==> config.mk <==
export PLATFORM = sky130hd
export DESIGN_NAME = msg_scroll_scheduler_flat
export DESIGN_NICKNAME = d
export VERILOG_FILES = /design/src/rtl/msg_scroll_scheduler_if.sv /design/src/rtl/msg_scroll_scheduler.sv /design/src/flat_wrapper.sv
export SDC_FILE = /design/constraint.sdc
export NUM_CORES = 1
export LEC_CHECK = 0
export BUFFER_PORTS_ARGS = -buffer_cell sky130_fd_sc_hd__buf_2
export CORE_ASPECT_RATIO = 0.7
export CORE_UTILIZATION = 50
export DETAILED_ROUTE_END_ITERATION = 8
export GPL_TIMING_DRIVEN = 0
export HOLD_SLACK_MARGIN = 0.03
export PLACE_DENSITY = 0.75
export SETUP_SLACK_MARGIN = 0.02
export SKIP_LAST_GASP = 1
export SLEW_MARGIN = 20
export SYNTH_ARGS = -nofsm -noshare
export SYNTH_HDL_FRONTEND = slang
export SYNTH_SLANG_ARGS = --single-unit
==> constraint.sdc <==
create_clock -name clk -period 2.3 [get_ports clk]
set_input_delay 0.345 -clock clk [delete_from_list [all_inputs] [get_ports clk]]
set_output_delay 0.345 -clock clk [all_outputs]
set_load 0.02 [all_outputs]
==> src/rtl/msg_scroll_scheduler_if.sv <==
// Purpose : bundles the requester inputs and the display outputs of msg_scroll_scheduler.
// Ports   : hello_req/prog_req/rate flow into the scheduler; seg/char_strobe/cur_msg flow out.
// Modports: master = requester/display side (testbench, pad ring); slave = the scheduler.
interface msg_scroll_scheduler_if #(
    parameter int RATE_W = 4
);
    logic              hello_req;
    logic              prog_req;
    logic [RATE_W-1:0] rate;
    logic [6:0]        seg;
    logic              char_strobe;
    logic [1:0]        cur_msg;

    modport master (
        output hello_req,
        output prog_req,
        output rate,
        input  seg,
        input  char_strobe,
        input  cur_msg
    );

    modport slave (
        input  hello_req,
        input  prog_req,
        input  rate,
        output seg,
        output char_strobe,
        output cur_msg
    );
endinterface

==> src/rtl/msg_scroll_scheduler.sv <==
// Purpose : scrolls HELLO / PROG (each followed by a blank gap) onto a 7-segment digit, one char per 2^rate clocks.
// Latency : one clock from a request seen in IDLE to the first character on seg; all outputs registered.
// Backpr. : none; requests are level-sensitive and only sampled in IDLE and at the end of the gap.
// Ports   : clk, reset_n (async, active-low); bus.slave carries hello_req, prog_req, rate in and
//           seg {g,f,e,d,c,b,a}, char_strobe, cur_msg (00 none, 01 HELLO, 10 PROG) out.
module msg_scroll_scheduler #(
    parameter int PRESCALE_W = 16,
    parameter int RATE_W     = 4
) (
    input  logic                   clk,
    input  logic                   reset_n,
    msg_scroll_scheduler_if.slave  bus
);
    localparam logic [1:0] ST_IDLE = 2'd0;
    localparam logic [1:0] ST_SHOW = 2'd1;
    localparam logic [1:0] ST_GAP  = 2'd2;

    localparam logic [1:0] MSG_NONE  = 2'b00;
    localparam logic [1:0] MSG_HELLO = 2'b01;
    localparam logic [1:0] MSG_PROG  = 2'b10;

    localparam logic [6:0] CH_H     = 7'h76;
    localparam logic [6:0] CH_E     = 7'h79;
    localparam logic [6:0] CH_L     = 7'h38;
    localparam logic [6:0] CH_O     = 7'h3F;
    localparam logic [6:0] CH_P     = 7'h73;
    localparam logic [6:0] CH_R     = 7'h50;
    localparam logic [6:0] CH_G     = 7'h3D;
    localparam logic [6:0] CH_BLANK = 7'h00;

    logic [1:0]            state;
    logic [2:0]            char_idx;
    logic [PRESCALE_W-1:0] presc_cnt;
    logic [6:0]            seg_q;
    logic                  strobe_q;
    logic [1:0]            cur_msg_q;

    logic [RATE_W-1:0]     rate;
    logic [PRESCALE_W-1:0] limit;
    logic                  tick;
    logic [1:0]            winner;
    logic [2:0]            last_idx;

    function automatic logic [6:0] glyph(input logic [1:0] msg, input logic [2:0] idx);
        logic [6:0] g;
        g = CH_BLANK;
        if (msg == MSG_HELLO) begin
            case (idx)
                3'd0:    g = CH_H;
                3'd1:    g = CH_E;
                3'd2:    g = CH_L;
                3'd3:    g = CH_L;
                3'd4:    g = CH_O;
                default: g = CH_BLANK;
            endcase
        end else if (msg == MSG_PROG) begin
            case (idx)
                3'd0:    g = CH_P;
                3'd1:    g = CH_R;
                3'd2:    g = CH_O;
                3'd3:    g = CH_G;
                default: g = CH_BLANK;
            endcase
        end
        return g;
    endfunction

    assign rate = bus.rate;

    // ">=" rather than "==": if rate drops mid-period the count may already be past
    // the new limit, and it must tick at once instead of wrapping the counter.
    assign limit = (PRESCALE_W'(1) << rate) - PRESCALE_W'(1);
    assign tick  = (presc_cnt >= limit);

    // PROG wins over HELLO whenever both are asserted at an arbitration point.
    assign winner   = bus.prog_req  ? MSG_PROG  :
                      bus.hello_req ? MSG_HELLO : MSG_NONE;
    assign last_idx = (cur_msg_q == MSG_PROG) ? 3'd3 : 3'd4;

    always_ff @(posedge clk or negedge reset_n) begin
        if (!reset_n) begin
            state     <= ST_IDLE;
            char_idx  <= 3'd0;
            presc_cnt <= '0;
            seg_q     <= CH_BLANK;
            strobe_q  <= 1'b0;
            cur_msg_q <= MSG_NONE;
        end else begin
            strobe_q <= 1'b0;
            case (state)
                ST_IDLE: begin
                    presc_cnt <= '0;
                    seg_q     <= CH_BLANK;
                    if (winner != MSG_NONE) begin
                        state     <= ST_SHOW;
                        char_idx  <= 3'd0;
                        cur_msg_q <= winner;
                        seg_q     <= glyph(winner, 3'd0);
                        strobe_q  <= 1'b1;
                    end
                end

                ST_SHOW: begin
                    if (tick) begin
                        presc_cnt <= '0;
                        strobe_q  <= 1'b1;
                        if (char_idx == last_idx) begin
                            state <= ST_GAP;
                            seg_q <= CH_BLANK;
                        end else begin
                            char_idx <= char_idx + 3'd1;
                            seg_q    <= glyph(cur_msg_q, char_idx + 3'd1);
                        end
                    end else begin
                        presc_cnt <= presc_cnt + PRESCALE_W'(1);
                    end
                end

                ST_GAP: begin
                    if (tick) begin
                        presc_cnt <= '0;
                        char_idx  <= 3'd0;
                        if (winner != MSG_NONE) begin
                            // Back-to-back message: first char appears with no idle cycle.
                            state     <= ST_SHOW;
                            cur_msg_q <= winner;
                            seg_q     <= glyph(winner, 3'd0);
                            strobe_q  <= 1'b1;
                        end else begin
                            // Falling back to IDLE is silent: no strobe, blank display.
                            state     <= ST_IDLE;
                            cur_msg_q <= MSG_NONE;
                            seg_q     <= CH_BLANK;
                        end
                    end else begin
                        presc_cnt <= presc_cnt + PRESCALE_W'(1);
                    end
                end

                default: begin
                    state     <= ST_IDLE;
                    char_idx  <= 3'd0;
                    presc_cnt <= '0;
                    seg_q     <= CH_BLANK;
                    cur_msg_q <= MSG_NONE;
                end
            endcase
        end
    end

    assign bus.seg         = seg_q;
    assign bus.char_strobe = strobe_q;
    assign bus.cur_msg     = cur_msg_q;
endmodule
==> src/flat_wrapper.sv <==
// flat-port wrapper written by rule: the top's interface ports become plain ports
module msg_scroll_scheduler_flat 
#(
    parameter int PRESCALE_W = 16,
    parameter int RATE_W     = 4
)
  (clk, reset_n, bus_hello_req, bus_prog_req, bus_rate, bus_seg, bus_char_strobe, bus_cur_msg);
  msg_scroll_scheduler_if #(.RATE_W(RATE_W)) bus_i ();
  input  logic clk;
  input  logic reset_n;
  input wire logic [$bits(bus_i.hello_req)-1:0] bus_hello_req;
  input wire logic [$bits(bus_i.prog_req)-1:0] bus_prog_req;
  input wire logic [$bits(bus_i.rate)-1:0] bus_rate;
  output wire logic [$bits(bus_i.seg)-1:0] bus_seg;
  output wire logic [$bits(bus_i.char_strobe)-1:0] bus_char_strobe;
  output wire logic [$bits(bus_i.cur_msg)-1:0] bus_cur_msg;
  assign bus_i.hello_req = bus_hello_req;
  assign bus_i.prog_req = bus_prog_req;
  assign bus_i.rate = bus_rate;
  assign bus_seg = bus_i.seg;
  assign bus_char_strobe = bus_i.char_strobe;
  assign bus_cur_msg = bus_i.cur_msg;
  msg_scroll_scheduler #(.PRESCALE_W(PRESCALE_W), .RATE_W(RATE_W)) u_core (.clk(clk), .reset_n(reset_n), .bus(bus_i));
endmodule
Yosys cells after proc, flatten, opt, wreduce, memory -nomap -nowiden:

Cells that the tools add are included.

* bits in registers: 31
* input port bits: 8
* word-level logic and storage cells: 72

* add/subtract/negate cells: 3
* magnitude comparators: 1
* equality and inequality tests: 16
* shift-type cells: 1
* mux-type cells: 35
* bitwise logic cells: 1
* reductions and logical operators: 9

Operator list (number)
* 7-bit two-way mux: 8
* 7-bit case mux with 4 select lines: 2
* 16-bit two-way mux: 2
* 7-bit case mux with 3 select lines: 1
* 16-bit by 1-bit adder with 16-bit output (second input constant): 1
* 16-bit greater-or-equal comparator: 1
* 2-bit two-way mux: 8
* 1-bit by 4-bit left shift with 16-bit output (first input constant): 1
* 16-bit by 2-bit subtractor with 16-bit output (second input constant): 1
* 3-bit two-way mux: 5
* 2-bit case mux with 3 select lines: 2
* 3-bit case mux with 3 select lines: 1
* 2-bit by 1-bit inequality test with 1-bit output (second input constant): 4
* 4-bit AND reduction: 2
* 2-bit by 1-bit equality test with 1-bit output (second input constant): 3
* 2-bit equality test (second input constant): 3
* 3-bit by 2-bit equality test with 1-bit output (second input constant): 2
* 1-bit two-way mux: 5
* 2-bit OR reduction: 2
* 3-bit by 1-bit adder with 3-bit output (second input constant): 1
* 3-bit by 1-bit equality test with 1-bit output (second input constant): 1
* 3-bit equality test: 1
* 3-bit equality test (second input constant): 1
* 3-bit zero test: 1
* 7 further kinds: 7

Longest topological paths before layout:

* word-level depth: 8
* mapped depth: 17
* mapped depth without buffers: 14

Worst setup path after synthesis:

OpenSTA, ideal clock, no wires.

* kind: input-to-reg
* start: in bus_rate[2]
* end: reg u_core.cur_msg_q[0] (netlist: u_core.bus.cur_msg[0])
* setup time: 125 ps
* arrival time: 3443 ps
* data required time: 2175 ps
* path slack: -1268 ps
* stages on the path: 15
* cells stage by stage: clkbuf_1 nor2_1 nand3_1 ha_1 clkbuf_1 or2_2 a21oi_1 a31oi_1 ha_1 nand4_1 or3_1 a2111oi_4 nor3_2 a211oi_2 mux2_2

* longest elaborated chain between the ends: 5

Ends and longest elaborated chain
* start, declared: RTL line flat_wrapper.sv:13 `input wire logic [$bits(bus_i.rate)-1:0] bus_rate;`
* 1-bit by 4-bit left shift with 16-bit output: RTL line msg_scroll_scheduler.sv:72 `assign limit = (PRESCALE_W'(1) << rate) - PRESCALE_W'(1);`
* 16-bit by 2-bit subtractor with 16-bit output: RTL line msg_scroll_scheduler.sv:72
* 16-bit greater-or-equal comparator: RTL line msg_scroll_scheduler.sv:73 `assign tick = (presc_cnt >= limit);`
* 2-bit by 1-bit inequality test with 1-bit output (no source line)
* 3-bit AND reduction (no source line)
* end signal, assigned: RTL line msg_scroll_scheduler.sv:97 `cur_msg_q <= winner;`
* end signal, assigned: RTL line msg_scroll_scheduler.sv:126 `cur_msg_q <= winner;`
* end, declared: RTL line msg_scroll_scheduler.sv:36 `logic [1:0] cur_msg_q;`

Every way passes these cells.
A chain may end at the register's enable or synchronous reset.

Worst setup path after layout:

* start: in bus_rate[3]
* end: reg u_core.cur_msg_q[1] (netlist: u_core.bus.cur_msg[1])

The elaborated chain is that of the path after synthesis.

==> impl_metrics.py <==
metrics = {
    "status": {
        "status": "complete, but fails checks",
        "violations": "negative setup slack",
    },
    "synth": {
        "syn_nets": 310,
        "synth_compound_area_share_pct": 17.29,
        "synth_commonest_cells": "37 x nor2_1, 31 x dfrtp_1, 30 x ha_1, 22 x a21oi_1, 21 x nand2_1",
        "yosys.area_share.simple_pct": 21.37,
        "yosys-top-cells-area": "dfrtp_1 32%, ha_1 16%, nor2_1 5.8%, a21oi_1 4.6%, xor2_1 3.7%",
        "ys_types": 45,
        "synthAdderAreaFrac_pct": 15.67,
        "synth_top_family_by_area": "simple AND/OR/NAND/NOR gates",
        "synth_most_common_cell": "nor2_1",
        "synth_warnings": 0,
        "netlist_area_um2": 2395,
        "synth_seq_area_share_pct": 32.39,
        "ys_ff_latch": 31,
        "synth_mux_area_share_pct": 3.971,
        "synthFlopType": "dfrtp_1",
        "syn_avg_cell_area_um2": 8.804,
        "synth_top_cell_by_area": "dfrtp_1",
        "syn_inst": 272,
        "synth-xor-area-share_pct": 5.486,
        "yosys.area.top_type_share_pct": 32.39,
        "synthArstFlopShare_pct": 100.0,
        "synth_enable_flop_cells": 0,
    },
    "sta": {
        "layout_setup_ws_ns": -0.8540,
        "min_period_ns": 3.154,
        "tightestPinTransition_ns": 0.7286,
        "whs_ns": 0.1083,
        "slew_violations": 0,
        "finalHoldViolCount": 0,
        "fmax_mhz": 317.1,
        "fin_crit_sh_pct": 137.1,
        "skew_ns": 0.004392,
        "setup_viol": 31,
        "slew-limit-headroom_pct": 51.43,
        "rsz0062_at_grt": "true",
    },
    "critical_path": {
        "reg2reg_to": "u_core.bus.seg[6]",
        "reg2reg_slack_ns": -0.36,
        "worstPathMaxFanout": 6,
        "cp-start-kind": "primary input",
        "rr_worst_depth": 8,
        "critPathLaunch": "bus_rate[3]",
        "end_kind": "flop",
        "required_ns": 2.47,
        "cp.arrival_ns": 3.33,
        "path_class": "primary input to flop",
        "r2r_start": "u_core.presc_cnt[0]",
    },
    "clock_network": {
        "clkSinkCount": 31,
        "clkLatencyLatePin_ns": 0.29,
        "path_clk_slew_ns": 0.07,
        "cts_tree": "done",
        "cts_buffers": 5,
        "cts_buffer_depth": 2,
        "root_buffer": "clkbuf_8",
        "h-tree-depth": 2,
    },
    "routing": {
        "drcViolationCount": 0,
        "wl_per_cell_um": 16.18,
        "wirelength_um": 6002,
        "via_per_inst": 5.701,
        "vias": 2115,
        "drtIter0Drc": 169,
        "ant_nets": 0,
        "first_pass_iters": 6,
    },
    "layout": {
        "nets": 353,
        "layout.cells.non_filler": 371,
        "drive_gt1_share_pct": 32.28,
        "syn2layout_area_growth_pct": 33.54,
        "design_area_um2": 3198,
        "diodes": 0,
    },
    "floorplan": {
        "initial_utilization_pct": 53.46,
        "dieHeight_um": 59.91,
        "core_um2": 4479,
        "die_area_um2": 5075,
        "num_rows": 20,
        "ios": 18,
        "fp.dieW_um": 84.72,
    },
    "placement": {
        "dp_hpwl_um": 3850,
        "dp.cells": 343,
        "io_buffers": 16,
        "dpl-instance-area_um2": 2641,
        "gp_congestion": 0.7514,
        "place_ws_ns": -1.446,
    },
    "global_routing": {
        "grt_pass1_wl_um": 9370,
        "globalRouteOverflowTotal": 0,
        "grt_max_degree": 32,
        "grt_antenna_before_repair": 0,
        "grt_pass1_vias": 1902,
        "grtUsageTotal_pct": 24.47,
    },
    "pwr": {
        "power_leakage_nw": 1.443,
        "ir_drop_v": 0.0003208,
        "powerDensity_nw_per_um2": 726.5,
    },
    "worst_hold_path": {
        "hold_class": "primary input to asynchronous set/reset pin",
    },
    "run": {
        "cap_viol_max_count": 0,
    },
}
-- report_power, final --
group	leakage [nW]	switching (mW)	total, mW	internal, mW
combinational	1.01	0.586	1.09	0.504
clock	0.0422	0.225	0.438	0.213
sequential	0.394	0.139	0.796	0.657
-- kinds of logic after synthesis --
group,Yosys count
AOI/OAI and AO/OA,63
xor gates and xnor gates,15
adders and majority gates,30
buffers and inverters,21
DFF,31
muxes,8
other,1
and+or+nand+nor,103
-- final cells by class --
| cell class | instances | area [µm²] |
|---|---|---|
| Inverter | 12 | 45.04 |
| Timing Repair Buffer | 37 | 299.0 |
| Sequential cell | 31 | 775.7 |
| Fill cell | 311 | 1281 |
| Tap cell | 55 | 68.82 |
| Clock buffer | 7 | 76.32 |
| Buffer | 8 | 93.84 |
| Multi-Input combinational cell | 220 | 1834 |
| Clock inverter | 1 | 5.005 |
-- registers in the layout, indices dropped and copies added, names as in the netlist --
name                    cells
u_core.bus.char_strobe      1
u_core.state                2
u_core.bus.seg              7
u_core.bus.cur_msg          2
u_core.presc_cnt           16
u_core.char_idx             3
-- worst max-delay path: stages --
cell,delay (ns)
buf_8,0.10
clkbuf_16,0.14
nor2_2,0.12
nand2_2,0.09
ha_4,0.19
buf_6,0.13
nor2_4,0.10
a31oi_2,0.11
o22a_1,0.23
ha_4,0.28
nand2_2,0.06
or3_4,0.40
a2111oi_4,0.35
nor3_4,0.10
a211oi_4,0.27
mux2_4,0.32
-- repair_timing --
action                                  CTS  global route
gates resized for setup                  38            39
hold buffers                              0             0
buffers inserted                         18             5
endpoints found under the setup margin   31            31
gates cloned                              1             0
pin swaps                                17            25
-- worst max-delay path by stage --
stage / to / slack [ns] / cells past startpoint
final: u_core.bus.cur_msg[1] / -0.85 / 16
after global routing: u_core.bus.cur_msg[1] / -0.96 / 16
after CTS: u_core.bus.cur_msg[1] / -1.07 / 15
after detailed placement: u_core.bus.cur_msg[1] / -1.45 / 15
after global placement: u_core.bus.cur_msg[0] / -1.44 / 15
after floorplan: u_core.bus.cur_msg[0] / -0.89 / 15
-- layer usage --
metal | share of wire, % | vias to the layer above | GRT usage (%)
met1 | 48 | 1006 | 35.60
met5 | 0 | - | 0
li1 | - | 1046 | -
met2 | 45 | 54 | 37.86
met4 | 1.5 | 0 | 6.053
met3 | 4.7 | 9 | 4.558
-- cells in the final DEF, fill, tap and decap left out, types with 11 or more instances in the layout --
cell	instances
o21ai_0	12
buf_2	14
nand2_1	16
nor2_4	11
inv_1	12
nor2_1	20
dfrtp_1	31
ha_1	28
a21oi_1	20
buf_4	13
-- metrics by stage --
stage / setup TNS, ns / power (mW) / utilization, %
6_report: -24.68 / 2.324 / 71.40
2_1_floorplan: -20.19 / 1.457 / -
4_1_cts: -28.33 / 2.198 / 67.21
3_3_place_gp: -38.67 / 1.630 / 58.97
3_5_place_dp: -38.28 / 1.669 / 58.97
5_1_grt: -27.80 / 2.483 / 71.40
Power figures use the tool's default switching activity.
